===== config.mk =====
export PLATFORM = sky130hd
export DESIGN_NAME = serial_borrow_subtractor
export DESIGN_NICKNAME = d
export VERILOG_FILES = /design/src/rtl/serial_borrow_subtractor.sv
export SDC_FILE = /design/constraint.sdc
export NUM_CORES = 1
export LEC_CHECK = 0
export BUFFER_PORTS_ARGS = -buffer_cell sky130_fd_sc_hd__buf_2
export CAP_MARGIN = 15
export CORE_UTILIZATION = 45
export CTS_BUF_LIST = sky130_fd_sc_hd__clkbuf_2 sky130_fd_sc_hd__clkbuf_4 sky130_fd_sc_hd__clkbuf_8
export CTS_CLUSTER_SIZE = 14
export DETAILED_ROUTE_END_ITERATION = 10
export GPL_TIMING_DRIVEN = 0
export PLACE_DENSITY_LB_ADDON = 0.12
export SYNTH_ARGS = -nofsm -noshare
export SYNTH_HDL_FRONTEND = slang
export SYNTH_SLANG_ARGS = --single-unit

===== constraint.sdc =====
create_clock -name clk -period 1.6 [get_ports clk]
set_clock_uncertainty 0.2 [all_clocks]
set_input_delay 0.32 -clock clk [delete_from_list [all_inputs] [get_ports clk]]
set_output_delay 0.32 -clock clk [all_outputs]
set_load 0.03 [all_outputs]

===== src/rtl/serial_borrow_subtractor.sv =====
// Bit-serial subtractor: diff = a - b - bin, one bit per clock LSB first, with
// valid/ready handshakes on both sides. Define SUB_OVF_EN to add the signed overflow output ovf.
module serial_borrow_subtractor #(
  parameter int WIDTH = 4
) (
  input  logic             clk,
  input  logic             rst_n,
  input  logic             in_valid,
  output logic             in_ready,
  input  logic [WIDTH-1:0] a,
  input  logic [WIDTH-1:0] b,
  input  logic             bin,
  output logic             out_valid,
  input  logic             out_ready,
  output logic [WIDTH-1:0] diff,
  output logic             bout
`ifdef SUB_OVF_EN
  ,
  output logic             ovf
`endif
);

  localparam int CNT_W = $clog2(WIDTH);
  localparam logic [CNT_W-1:0] LAST = CNT_W'(WIDTH - 1);

  typedef enum logic [1:0] {
    IDLE = 2'd0,
    RUN  = 2'd1,
    DONE = 2'd2
  } state_t;

  function automatic logic fs_diff(input logic x, input logic y, input logic br);
    return x ^ y ^ br;
  endfunction

  function automatic logic fs_borrow(input logic x, input logic y, input logic br);
    return (~x & y) | (~x & br) | (y & br);
  endfunction

  state_t           state_q, state_d;
  logic [CNT_W-1:0] cnt_q, cnt_d;
  logic             br_q, br_d;
  logic             out_valid_q, out_valid_d;
  logic [WIDTH-1:0] diff_q, diff_d;
  logic             bout_q, bout_d;
  logic [WIDTH-1:0] a_sh_q, a_sh_d;
  logic [WIDTH-1:0] b_sh_q, b_sh_d;
  logic             bit_d, bit_br;

`ifdef SUB_OVF_EN
  logic a_msb_q, a_msb_d;
  logic b_msb_q, b_msb_d;
  logic ovf_q, ovf_d;
`endif

  // Single full-subtractor cell fed by the operand shift-register LSBs.
  assign bit_d  = fs_diff(a_sh_q[0], b_sh_q[0], br_q);
  assign bit_br = fs_borrow(a_sh_q[0], b_sh_q[0], br_q);

  always_comb begin
    state_d     = state_q;
    cnt_d       = cnt_q;
    br_d        = br_q;
    out_valid_d = out_valid_q;
    diff_d      = diff_q;
    bout_d      = bout_q;
    a_sh_d      = a_sh_q;
    b_sh_d      = b_sh_q;
`ifdef SUB_OVF_EN
    a_msb_d     = a_msb_q;
    b_msb_d     = b_msb_q;
    ovf_d       = ovf_q;
`endif
    case (state_q)
      IDLE: begin
        if (in_valid) begin
          a_sh_d  = a;
          b_sh_d  = b;
          br_d    = bin;
          cnt_d   = '0;
          diff_d  = '0;
          state_d = RUN;
`ifdef SUB_OVF_EN
          a_msb_d = a[WIDTH-1];
          b_msb_d = b[WIDTH-1];
`endif
        end
      end
      RUN: begin
        // Result bits enter at the MSB so the first bit ends up in diff[0].
        diff_d = {bit_d, diff_q[WIDTH-1:1]};
        a_sh_d = a_sh_q >> 1;
        b_sh_d = b_sh_q >> 1;
        br_d   = bit_br;
        if (cnt_q == LAST) begin
          state_d     = DONE;
          out_valid_d = 1'b1;
          bout_d      = bit_br;
`ifdef SUB_OVF_EN
          ovf_d       = (a_msb_q ^ b_msb_q) & (a_msb_q ^ bit_d);
`endif
        end else begin
          cnt_d = cnt_q + CNT_W'(1);
        end
      end
      DONE: begin
        if (out_ready) begin
          state_d     = IDLE;
          out_valid_d = 1'b0;
        end
      end
      default: begin
        state_d     = IDLE;
        out_valid_d = 1'b0;
      end
    endcase
  end

  always_ff @(posedge clk) begin
    if (!rst_n) begin
      state_q     <= IDLE;
      cnt_q       <= '0;
      br_q        <= 1'b0;
      out_valid_q <= 1'b0;
      diff_q      <= '0;
      bout_q      <= 1'b0;
`ifdef SUB_OVF_EN
      ovf_q       <= 1'b0;
`endif
    end else begin
      state_q     <= state_d;
      cnt_q       <= cnt_d;
      br_q        <= br_d;
      out_valid_q <= out_valid_d;
      diff_q      <= diff_d;
      bout_q      <= bout_d;
`ifdef SUB_OVF_EN
      ovf_q       <= ovf_d;
`endif
    end
  end

  // Operand storage is only meaningful after an accept, so it needs no reset.
  always_ff @(posedge clk) begin
    a_sh_q  <= a_sh_d;
    b_sh_q  <= b_sh_d;
`ifdef SUB_OVF_EN
    a_msb_q <= a_msb_d;
    b_msb_q <= b_msb_d;
`endif
  end

  assign in_ready  = (state_q == IDLE) && rst_n;
  assign out_valid = out_valid_q;
  assign diff      = diff_q;
  assign bout      = bout_q;
`ifdef SUB_OVF_EN
  assign ovf       = ovf_q;
`endif

endmodule


# --- Word-level counts from Yosys, hierarchy flattened ---
# Cells that the tools add are included.
totals:
  regBits: 19
  inputBits: 13
  out_inout_bits: 7
classes:
  n_addsub: 1
  eq_ne: 7
  muxes: 18
  n_bitwise: 9
  reduce_logical: 8
ops:
  columns: ["cell", "count"]
  rows:
  - ["case mux 4 bit (2 select lines)", 3]
  - ["two-way mux 4 bit", 3]
  - ["two-way mux 2 bit", 5]
  - ["AND reduction 3 bit", 3]
  - ["!= test 2 bit (second input constant)", 4]
  - ["case mux 2 bit (3 select lines)", 1]
  - ["equality test 2 bit (second input constant)", 2]
  - ["case mux 2 bit (2 select lines)", 1]
  - ["AND reduction 2 bit", 2]
  - ["bitwise AND 1 bit", 3]
  - ["two-way mux 1 bit", 3]
  - ["case mux 1 bit (3 select lines)", 1]
  - ["adder 2 x 1 -> 2 bit (second input constant)", 1]
  - ["equality test 2 x 1 -> 1 bit (second input constant)", 1]
  - ["zero test 2 bit", 1]
  - ["inverter 1 bit", 2]
  - ["OR 1 bit", 2]
  - ["case mux 1 bit (2 select lines)", 1]
  - ["nonzero test 2 bit", 1]
  - ["XOR 1 bit", 2]
  - ["logical AND 1 bit", 1]

# --- Longest topological paths before layout ---
# Gate-level depths: netlist of the first run.
depth:
  word_depth: 5
  mapped_depth: 5
  ltp_nobuf: 5

# --- Worst setup path after synthesis of the first run ---
# No wires, ideal clock.
synth_path:
  path_type: "input -> output"
  from: "input port rst_n"
  to: "output port in_ready"
  arrival_ns: 1.221
  slack_ns: -0.141
  cell_stages: 3
  n_path_buf: 1
  path_cell_list: "inv_1 > clkbuf_1 > nor3_1"
synth_via:
  elab_chain_cells: 1
synth_lines:
  columns: ["element", "line", "rtl"]
  rows:
  - ["from (decl)", "7", "input logic rst_n,"]
  - ["logical AND 1 bit", "153", "assign in_ready = (state_q == IDLE) && rst_n;"]
  - ["to (decl)", "9", "output logic in_ready,"]
# Every way passes these cells.

# --- Worst setup path in the final report of the first run ---
layout_path:
  from: "register state_q[0]"
  to: "output port in_ready"
layout_via:
  elab_chain_cells: 2
layout_lines:
  columns: ["element", "line", "rtl"]
  rows:
  - ["from (decl)", "40", "state_t state_q, state_d;"]
  - ["from (signal assigned)", "131", "state_q <= state_d;"]
  - ["zero test 2 bit", "153", null]
  - ["logical AND 1 bit", "153", null]
# Every way passes these cells.

==> results of run 1 <==
## per-stage QoR
| step | worst slack, ns | utilization [%] | setup TNS (ns) |
|---|---|---|---|
| 6_report | 0.0314 | 62.6 | 0 |
| 5_1_grt | -0.0231 | 62.6 | -0.0332 |
| 3_5_place_dp | -0.0709 | 56.1 | -0.0709 |
| 4_1_cts | 0.00156 | 59.7 | 0 |
| 3_3_place_gp | -0.0959 | 56.1 | -0.0959 |
| 2_1_floorplan | 0.114 | - | 0 |
## sequential cells by signal, summed over array words and instances, names as in the netlist
register / flops
cnt_q: 2
b_sh_q: 4
br_q: 1
bout: 1
state_q: 2
out_valid: 1
a_sh_q: 4
diff: 4
## final timing paths
kind,endpoint,startpoint,cells past startpoint
setup / recovery,in_ready,state_q[0]$_SDFFE_PN0P_,3
hold / removal,out_valid$_SDFFE_PN0P_,out_ready,4
setup reg to reg,b_sh_q[0]$_DFFE_PP_,state_q[0]$_SDFFE_PN0P_,5
hold reg to reg,out_valid$_SDFFE_PN0P_,out_valid$_SDFFE_PN0P_,2
## layout by cell type (no fill, tap or decap), types with 2 or more instances in the layout
master                     count
sky130_fd_sc_hd__buf_6         4
sky130_fd_sc_hd__clkbuf_4      3
sky130_fd_sc_hd__nand3_1       2
sky130_fd_sc_hd__dfxtp_2       3
sky130_fd_sc_hd__buf_2        19
sky130_fd_sc_hd__a31oi_1       2
sky130_fd_sc_hd__a211oi_1      2
sky130_fd_sc_hd__inv_1         4
sky130_fd_sc_hd__edfxtp_1      8
sky130_fd_sc_hd__a21oi_1       3
sky130_fd_sc_hd__mux2_2        5
sky130_fd_sc_hd__nand2_1       3
sky130_fd_sc_hd__nor2_1        7
sky130_fd_sc_hd__dfxtp_1       8
sky130_fd_sc_hd__nor2b_1       4
sky130_fd_sc_hd__a22oi_1       5
## worst max-delay path: cells and delay by family, from the launching register on
kind,cells,cell delay [ns]
flops,1,0.35
buf+inv,2,0.29
simple gates,1,0.11
## kinds of logic after synthesis
kind of cell / Yosys count
AND/OR/NAND/NOR: 21
flip-flops: 19
AO/OA/AOI/OAI: 15
buffers and inverters: 9
multiplexers: 6
adder cells (fa/ha/maj): 2
## report_power, final
group          switching [mW]  internal [mW]
sequential             0.0143          0.543
combinational          0.0812         0.0860
clock                   0.150         0.0931
## layer usage
metal  vias to the layer above  part of all wire (%)
li1                        308                     -
met1                       285                    46
met2                        12                    50
met3                         2                   3.6
met4                         0                  0.65
met5                         -                     0
## what timing repair did
action | 4_1_cts | 5_1_grt
gates cloned | 0 | 0
resized for setup | 9 | 5
endpoints found under the setup margin | 1 | 4
buffers inserted | 1 | 2
pin swaps | 1 | 0
## synth_stat cells
library cell	count	share of area (%)
sky130_fd_sc_hd__a22oi_1	5	4.5
sky130_fd_sc_hd__mux2_4	1	1.8
sky130_fd_sc_hd__a311oi_2	1	1.8
sky130_fd_sc_hd__dfxtp_1	11	26
sky130_fd_sc_hd__nand3_1	2	1.2
sky130_fd_sc_hd__nor2b_2	1	1.0
sky130_fd_sc_hd__o21bai_2	1	1.3
sky130_fd_sc_hd__mux2_2	5	6.7
sky130_fd_sc_hd__fa_1	1	2.4
sky130_fd_sc_hd__ha_1	1	1.5
sky130_fd_sc_hd__a31oi_1	2	1.5
sky130_fd_sc_hd__a211oi_1	2	1.8
sky130_fd_sc_hd__or2_2	1	0.75
sky130_fd_sc_hd__buf_2	2	1.2
sky130_fd_sc_hd__a21oi_1	3	1.8
sky130_fd_sc_hd__nor4b_1	1	1.0
sky130_fd_sc_hd__nor3_1	2	1.2
sky130_fd_sc_hd__nand2_1	3	1.3
sky130_fd_sc_hd__edfxtp_1	8	29
sky130_fd_sc_hd__a21oi_2	1	1.0
sky130_fd_sc_hd__clkbuf_1	1	0.45
sky130_fd_sc_hd__inv_1	4	1.8
sky130_fd_sc_hd__buf_6	2	2.7
sky130_fd_sc_hd__nor2b_1	4	3.0
sky130_fd_sc_hd__nor2_1	7	3.1
## layout make-up
cell class	instances	share of cell area (%)
Inverter	4	1.39
Tap cell	25	2.89
Clock inverter	1	0.463
Timing Repair Buffer	22	13.0
Multi-Input combinational cell	44	32.9
Buffer	5	4.40
Clock buffer	3	2.08
Sequential cell	19	42.9
==> results.md, run 1 <==
- STA classifies the critical path endpoint as a primary output.
- The analysis attributes to cell leakage a power of 0.448 nW.
- The synthesis-to-layout area growth is 29.1%.
- Entering global routing, the biggest net connects 12 pins.
- The layer flagged by global routing as most heavily used is met2.
- Clock latency on the worst-skew pair, taken at its later pin, is approximately 0.29 ns.
- For this run, the post-layout net count is 114.
- The die is around 45 um wide.
- The post-layout minimum cycle time is approximately 1.6 ns.
- The cell at the slowest stage of the critical path is sky130_fd_sc_hd__dfxtp_2.
- The final count of hold timing violations is 0.
- The mux share of post-synthesis cell area is 8.52%.
- Data on the critical path is required at its endpoint by roughly 1.1 ns.
- For the worst setup path, the data arrival time is 1.05 ns.
- The number of standard cells after synthesis is a little over 70.
- The synthesized netlist devotes under 10% of its cell area to adder and majority cells.
- The clock passes through at most 2 buffers.
- The cell area after synthesis is 837 um2.
- The share of the yosys chip area belonging to registers is between 50% and 60%.
- The power density of the placed cells is about 890 nW/um2.
- The synthesized area per cell is approximately 12 um2.
- The worst register-to-register path has a setup slack of 0.04 ns.
- The total iterations of the first detailed-routing run is 3.
- Synthesis produced a netlist with a net count of 87.
- The global-route total usage across every layer is between 10% and 20%.
- The critical path launch point type is a register.
- The sink count of the clock tree is 19.
- The highest ir drop seen on vdd is about 0.5 mV.
- The die boundary height is around 45 um.
- Of the total synthesized cell area, the portion taken by XOR and XNOR cells is 0%.
- The residual DRC count is 0.
- The area taken by flip-flops and latches is 464 um2.
- The critical path is of the reg -> out type.
- The count of non-filler cells in the finished layout is 123.
- The core box area is approximately 1700 um2.
- The remaining global-route overflow is 0.
- The number of antenna violations at the first check in global routing was 0.
- Fill cells in the final layout number between 150 and 200.
- The setup violation total in the final timing report is 0.
- The post-detailed-placement half-perimeter wirelength is 1040 um.
- The remaining antenna violation count is 0.
- The dominant combinational cell family by area after synthesis is compound AO/OA/AOI/OAI gates.
- The max capacitance violation total is 0.
- After clock tree synthesis, the clock-pin slew on the worst setup and hold paths is about 0.11 ns.
- The post-route total power is between 0.9 and 1 mW.
- Setup repair after global routing could not meet its margin everywhere.
- The flop and latch count out of synthesis is 19.
- The die covers 2040 um2.
- The number of core rows is 15.
- After routing the design area is about 1100 um2.
- The antenna diode instance count is 0.
- The simple-gate area share of the yosys netlist is about an eighth.
- The first global-routing pass estimated roughly 2400 um of wire.
- The count of pins over their slew limit is 0.
- In the routed layout, each cell is associated on average with a via count of 4.93.
- In this run the count of I/O pins placed on the die edge is 20.
- For met1 alone, demand over resource in global routing was 22.6%.
- In the final layout, the multi-input gates occupy 355 um2.
- The TritonCTS clock tree is built.
- The cell repeated most along the worst path is sky130_fd_sc_hd__buf_6.
- In this run the clock root is driven by a sky130_fd_sc_hd__clkbuf_4.
- The total wirelength of the detailed-routed design is 1540 um.
- The placed instance area is a little under 1000 um2.
- The overall via count from detail_route is roughly 610.
- The detailed router finished its first iteration with 5 violations.
- Of the cells placed in the final design, the portion with a size suffix greater than 1 is between 40% and 50%.
- Of all nets on the critical path, the largest fanout is 10.
- The met2 usage in global routing is 25.2%.
- The total placed cells including tap cells is 116.
- Once the floorplan was initialized, standard cells occupied between 40% and 50% of the core.
- The via count of the first global-routing pass is 553.
- The tightest min-delay check is of the in -> reg type.
- The detailed-route wire length per cell is 12.5 um.
- The number of clock buffers added by TritonCTS is 3.
- CTS built an H-tree with a depth of 1.
- The yosys synthesis warning count is 0.
- The weighted congestion at the end of routability-driven global placement is 0.721.
- The relative max-transition margin is between 70% and 80%.
- The number of port buffers is 19.
- Buffers inserted to repair hold after CTS numbered 0.
- Timing would allow up to between 600 and 700 MHz.
- The largest single stage delay on the critical path is ~0.35 ns.
- Walking the worst path, the cells encountered are buf_6 -> nor3_4 -> buf_6.
- At the pin with the least slew margin, the transition time is between 0.3 and 0.4 ns.
- The share of the clock period used by the worst path after layout is a little over nine tenths.
- Across all hold checks on the routed design, the worst slack comes to between 0.08 and 0.09 ns.
- The synthesized netlist devotes 13.8% of its cell area to compound gates.
- The run finished with clean final reports.
- After synthesis, the netlist uses 25 different library cells.
- The global routing usage on met3 is between 2 and 2.5%.
No activity file was read; power rests on OpenSTA's default activity.
==> run 2: changes to the inputs <==
GPL_TIMING_DRIVEN = default   (was 0)
==> results.md, run 2 (synthesis results as in run 1) <==
- The flow ran to the end, and the final reports show no timing, DRC or antenna violations.
- The number of core rows is 15.
- For this run, design rule violations remaining after detail routing come to 0.
- The clock tree root buffer cell is sky130_fd_sc_hd__clkbuf_4.
- The setup violation total in the final timing report is 0.
- The tightest hold margin is 0.0893 ns.
- The sum of negative setup slack is 0 ns.
- The clock share of power is about a quarter.
- In this design, the stage delay of the slowest critical-path cell is ~0.34 ns.
- Together, buffers and inverters on the worst path number 2.
- The post-detailed-placement half-perimeter wirelength is ~1000 um.
- After detailed routing, the average wire length per cell comes to approximately 12 um.
- The total placed cells including tap cells is ~120.
- The overall via count from detail_route is 599.
- In the final layout, the multi-input gates occupy ~340 um2.
- The pre-antenna-repair detailed-routing pass consisted of 4 iterations.
- The total wirelength of the detailed-routed design is between 1000 and 1500 um.
- The post-route total power is around 0.95 mW.
- The power density of the placed cells is between 900 and 1000 nW/um2.
- The area growth from synthesis to layout is 23.8%.
- The combinational power share is around 16%.
- The share of the clock period used by the worst path after layout is between 90% and 100%.
- The top achievable clock speed is around 630 MHz.
- The share of total power in sequential cells is 58.7%.
- Setup repair after global routing could not meet its margin everywhere.
- The count of buffers added on input and output ports is 19.
- The worst setup path category is reg -> out.
- The die boundary height is 45.1 um.
- The worst-case IR drop observed on VDD is slightly below 0.9 mV.
- TritonCTS built the clock tree.
- The sort of element at the end of the critical path is a primary output.
- The critical path launch point type is a register.
- The number of antenna violations at the first check in global routing is 0.
- The fraction of layout cells with a size suffix above 1 is about 47%.
- The arrival time at the worst endpoint is 1.06 ns.
- The final count of hold timing violations is 0.
- The relative max-transition margin is about three quarters.
- For this design the static power due to leakage is between 0.4 and 0.5 nW.
- The cell repeated most along the worst path is sky130_fd_sc_hd__buf_6.
- 20 I/O pins were placed.
- The antenna diode instance count is 0.
- The count of pins over their slew limit is 0.
- The library cell used most frequently in the layout, excluding fill and tap cells, is sky130_fd_sc_hd__buf_2.
- The floorplan step set the die width to between 40 and 50 um.
- Summed over all nets, the switching power comes to approximately 0.23 mW.
- The effective utilization at floorplan is about half.
- For the pin with the worst max-slew slack, the measured transition is around 0.36 ns.
- The largest net degree at the start of global routing is 12.
- After clock tree synthesis, the clock-pin slew on the worst setup and hold paths is 0.11 ns.
- The post-layout minimum cycle time is 1.58 ns.
- The min-delay analysis places its worst path in the category in -> reg.
- The first global-routing pass estimated roughly 2400 um of wire.
- The cell at the slowest stage of the critical path is sky130_fd_sc_hd__dfxtp_2.
- The die covers between 2000 and 2500 um2.
- The count of non-filler cells in the finished layout is 122.
- CTS built an H-tree with a depth of 1.
- The clock latency on the worst-skew pair is between 0.2 and 0.3 ns.
- The required time at the worst-slack endpoint is 1.08 ns.
- The via count of the first global-routing pass was between 500 and 600.
- Using the TritonRoute via totals, the vias-per-cell ratio works out to about 4.9.
- The remaining antenna violation count is 0.
- The core box area is about 1700 um2.
- The violation count after the first detailed-route iteration is 6.
- Global routing used ~17% of the available tracks.
- Max-cap violations in this run came to 0.
- Leaving out fill and tap cells, the most frequent cells in the layout are sky130_fd_sc_hd__buf_2 (18), sky130_fd_sc_hd__dfxtp_1 (9), sky130_fd_sc_hd__edfxtp_1 (8), sky130_fd_sc_hd__nor2_1 (7), sky130_fd_sc_hd__buf_4 (6).
- Of the total power, the share spent switching nets is approximately a quarter.
- The cell-internal power is about 0.71 mW.
- The filler cells instantiated in the layout total 164.
- For this design, the CTS-stage hold fixing added 0 buffers.
- The number of buffers between clock root and the deepest sink is 2.
- The family with the most delay on the worst path is flip-flops.
- The weighted congestion at the end of routability-driven global placement is about 0.76.
- Clock tree synthesis found a total of 19 sinks.
- The final layout contains about 110 nets.
- The area taken by flip-flops and latches is roughly 460 um2.
- Walking the worst path, the cells encountered are buf_6 -> nor3_4 -> buf_6.
- Global routing finished with a remaining overflow of 0.
- The CTS buffer count is 3.
- Of all nets on the critical path, the largest fanout is 2.
-- run 2: final cells by class --
type	instances	share of cell area [%]
timing repair buffer	26	15.2
tap	25	3.02
inverter	4	1.45
sequential	19	44.7
clock buffer	3	2.17
multi-input combinational	44	33.0
clock inverter	1	0.483
-- run 2: worst min-delay path: stages --
cell and delay, ns:
sky130_fd_sc_hd__buf_2 0.07, sky130_fd_sc_hd__nor2_1 0.04, sky130_fd_sc_hd__nand2_1 0.06, sky130_fd_sc_hd__a21oi_1 0.05
-- run 2: power groups by stage --
stage / Clock (mW) / Sequential (mW) / Combinational (mW)
3_3_place_gp: 0 / 0.564 / 0.139
5_1_grt: 0.261 / 0.559 / 0.169
3_5_place_dp: 0 / 0.565 / 0.139
6_report: 0.240 / 0.555 / 0.150
2_1_floorplan: 0 / 0.570 / 0.0901
4_1_cts: 0.246 / 0.555 / 0.149
-- run 2: final timing paths --
kind                                         startpoint                     end  slack (ns)  cells after the start
worst max-delay path            state_q[0]$_SDFFE_PN0P_                in_ready        0.02                      3
worst min-delay path                          out_ready  out_valid$_SDFFE_PN0P_        0.09                      4
worst max register to register  state_q[1]$_SDFFE_PN0P_     a_sh_q[2]$_DFFE_PP_        0.08                      2
worst min register to register   out_valid$_SDFFE_PN0P_  out_valid$_SDFFE_PN0P_        0.28                      2
-- run 2: metal layers --
metal / track usage (%) / wire length, um / part of all wire (%)
met1: 22.8 / 682 / 48
met2: 25.2 / 626 / 44
met3: 7.20 / 100 / 7.0
met4: 5.45 / 11 / 0.77
met5: 0 / 0 / 0
-- run 2: metrics by stage --
step	util, %	instance area [um2]	worst slack [ns]
after detailed placement	57.0	985	0.105
after floorplan	-	842	0.114
after global routing	60.0	1040	-0.0360
after global placement	57.0	985	0.128
after CTS	59.7	1030	0.00960
final	60.0	1040	0.0164
-- run 2: timing repair --
item / CTS / global route
setup buffers: 1 / 0
pin swaps: 1 / 0
setup endpoints to repair: 1 / 3
resized for setup: 6 / 2
==> run 3: changes to the inputs <==
CORE_MARGIN = 2   (was default)
PLACE_DENSITY = 0.72   (was default)
PLACE_DENSITY_LB_ADDON = default   (was 0.12)
==> results.md, run 3 (synthesis results as in run 1) <==
- The critical path is of the reg -> out type.
- The library cell used most frequently in the layout, excluding fill and tap cells, is sky130_fd_sc_hd__buf_2.
- The floorplan step set the die height to between 40 and 50 um.
- The clock passes through at most 2 buffers.
- The effective utilization at floorplan is about 48%.
- The number of antenna violations at the first check in global routing came to 0.
- On the critical path, the stage with the largest delay is an instance of sky130_fd_sc_hd__dfxtp_2.
- The endpoint of the worst register-to-register path is br_q$_SDFFE_PN0P_.
- STA classifies the critical path startpoint as a register.
- In this run the count of I/O pins placed on the die edge is 20.
- The clock transition time at the flip-flop clock pins of the worst setup and hold paths is between 0.1 and 0.15 ns.
- The synthesis-to-layout area growth is 22.0%.
- The reg-to-reg setup timing slack is around 0.1 ns.
- The sort of element at the end of the critical path is a primary output.
- The largest net degree at the start of global routing is 12.
- Of all nets on the critical path, the largest fanout is 7.
- The antenna diode instance count is 0.
- In this run the number of H-tree levels came out at 1.
- The share of the clock period used by the worst path after layout is 96.0%.
- The HPWL after detailed placement is roughly 1100 um.
- The setup violation total in the final timing report is 0.
- The worst hold-check path type is in -> reg.
- The global-route total usage across every layer is around 15%.
- The clock latency on the worst-skew pair is approximately 0.3 ns.
- The detailed router finished its first iteration with 14 violations.
- Dividing the detail-routed wire length by the instance count gives 12.2 um.
- Counting cells, the worst reg-to-reg path comes to 4.
- The largest single stage delay on the critical path is about 0.38 ns.
- The area of the die is between 2000 and 2500 um2.
- In this run the horizontal extent of the chip is 47.1 um.
- The launch instance of the worst min-delay path is a[3].
- The count of pins over their slew limit is 0.
- The floorplan has 15 rows.
- The worst-case IR drop observed on VDD is about 0.57 mV.
- The via count of the first global-routing pass is about 520.
- Routability-driven placement finished with a final weighted congestion of between 0.7 and 0.8.
- Buffers inserted to repair hold after CTS numbered 0.
- The kind of cell with the highest combined delay along the critical path is flip-flops.
- Setup repair after global routing left no endpoint under its margin.
- The signal on the critical path passes through nor3_2 -> buf_4.
- After routing, the total negative slack on setup checks comes to 0 ns.
- The residual DRC count is 0.
- In this run the remaining antenna-violating nets after routing total 0.
- The relative max-transition margin is around 79%.
- The power density of the placed cells is ~920 nW/um2.
- The fraction of layout cells with a size suffix above 1 is roughly 46%.
- The instance count along the most critical hold path is 2.
- The top achievable clock speed is 651 MHz.
- The final count of hold timing violations is 0.
- Data arrives at the worst endpoint at a little over 1 ns.
- Summed over all cells, the static leakage comes to between 0.4 and 0.5 nW.
- The overall via count from detail_route is between 500 and 600.
- The routed design could run at a clock period as short as about 1.5 ns.
- Counting the buffers created by CTS gives 3.
- The sink count of the clock tree is 19.
- The core region is 1750 um2.
- The remaining global-route overflow is 0.
- The run finished with clean final reports.
- Setup slack closes at between 0.06 and 0.07 ns.
- The worst-case setup slack after placement is around 0.067 ns.
- The TritonCTS clock tree is built.
- The number of buffer and inverter instances along the worst setup path is 1.
- The total wirelength of the detailed-routed design is 1480 um.
- The hold path endpoint is a_sh_q[3]$_SDFFCE_PP0P_.
- The max capacitance violation total is 0.
- The startpoint of the lowest-slack register-to-register path is a_sh_q[0]$_DFFE_PP_.
- Port buffering added 19 buffers.
- The tree is rooted in a sky130_fd_sc_hd__clkbuf_4.
- After detailed routing, the number of vias per cell comes to 4.95.
- The total iterations of the first detailed-routing run is 4.
- The required time at the worst-slack endpoint is approximately 1.1 ns.
- For the pin with the worst max-slew slack, the measured transition is 0.313 ns.
- In the layout the commonest cells are sky130_fd_sc_hd__buf_2 (18), sky130_fd_sc_hd__dfxtp_1 (9), sky130_fd_sc_hd__edfxtp_1 (8), sky130_fd_sc_hd__nor2_1 (7), sky130_fd_sc_hd__buf_4 (6).
- The global-route wire length before repair is approximately 2200 um.
- The number of nets in the layout is around 110.
## run 3: layout make-up
cell class / count / area [um2]
Timing Repair Buffer: 25 / 146
Sequential cell: 19 / 463
Clock inverter: 1 / 5.00
Tap cell: 25 / 31.3
Multi-Input combinational cell: 44 / 338
Inverter: 4 / 15.0
Clock buffer: 3 / 22.5
Fill cell: 166 / 724
## run 3: power breakdown
part	internal, mW	switching [mW]
Clock	0.0932	0.148
Sequential	0.542	0.0123
Combinational	0.0699	0.0735
## run 3: worst reg2reg max path, delay by kind of cell (launching register included)
kind,cells,cell delay [ns]
fa+ha+maj,1,0.45
compound gates,1,0.19
flops,1,0.40
simple gates,2,0.18
## run 3: repair_timing
action                     4_1_cts  5_1_grt
buffers inserted                 1        0
pin swaps                        0        1
setup endpoints to repair        1        3
gates resized for setup          3        3
## run 3: how the worst max path moves through the flow
stage | end | cells past startpoint | slack [ns] | start
floorplan | in_ready | 3 | 0.11 | rst_n
global placement | a_sh_q[2]$_DFFE_PP_ | 2 | 0.1 | state_q[1]$_SDFFE_PN0P_
detailed placement | out_valid$_SDFFE_PN0P_ | 4 | 0.07 | cnt_q[0]$_SDFFE_PN0P_
CTS | in_ready | 3 | 0.01 | state_q[0]$_SDFFE_PN0P_
global route | in_ready | 2 | 0.01 | state_q[1]$_SDFFE_PN0P_
finish | in_ready | 2 | 0.06 | state_q[1]$_SDFFE_PN0P_
## run 3: per-layer routing
layer	up-vias	routed length, um	track usage, %
met5	-	0	0
met4	0	12	8.33
met3	2	107	3.85
met1	278	608	18.5
met2	17	753	24.9
li1	302	-	-
## run 3: per-stage QoR
step           total power, mW  std cells  util [%]  area [um2]  hold WS, ns
2_1_floorplan            0.660         72         -         842        0.263
3_3_place_gp             0.698        116      55.6         970        0.258
3_5_place_dp             0.703        116      55.6         970        0.290
4_1_cts                  0.950        121      58.0        1010        0.105
5_1_grt                  0.982        121      58.5        1020        0.104
6_report                 0.939        121      58.5        1020        0.105
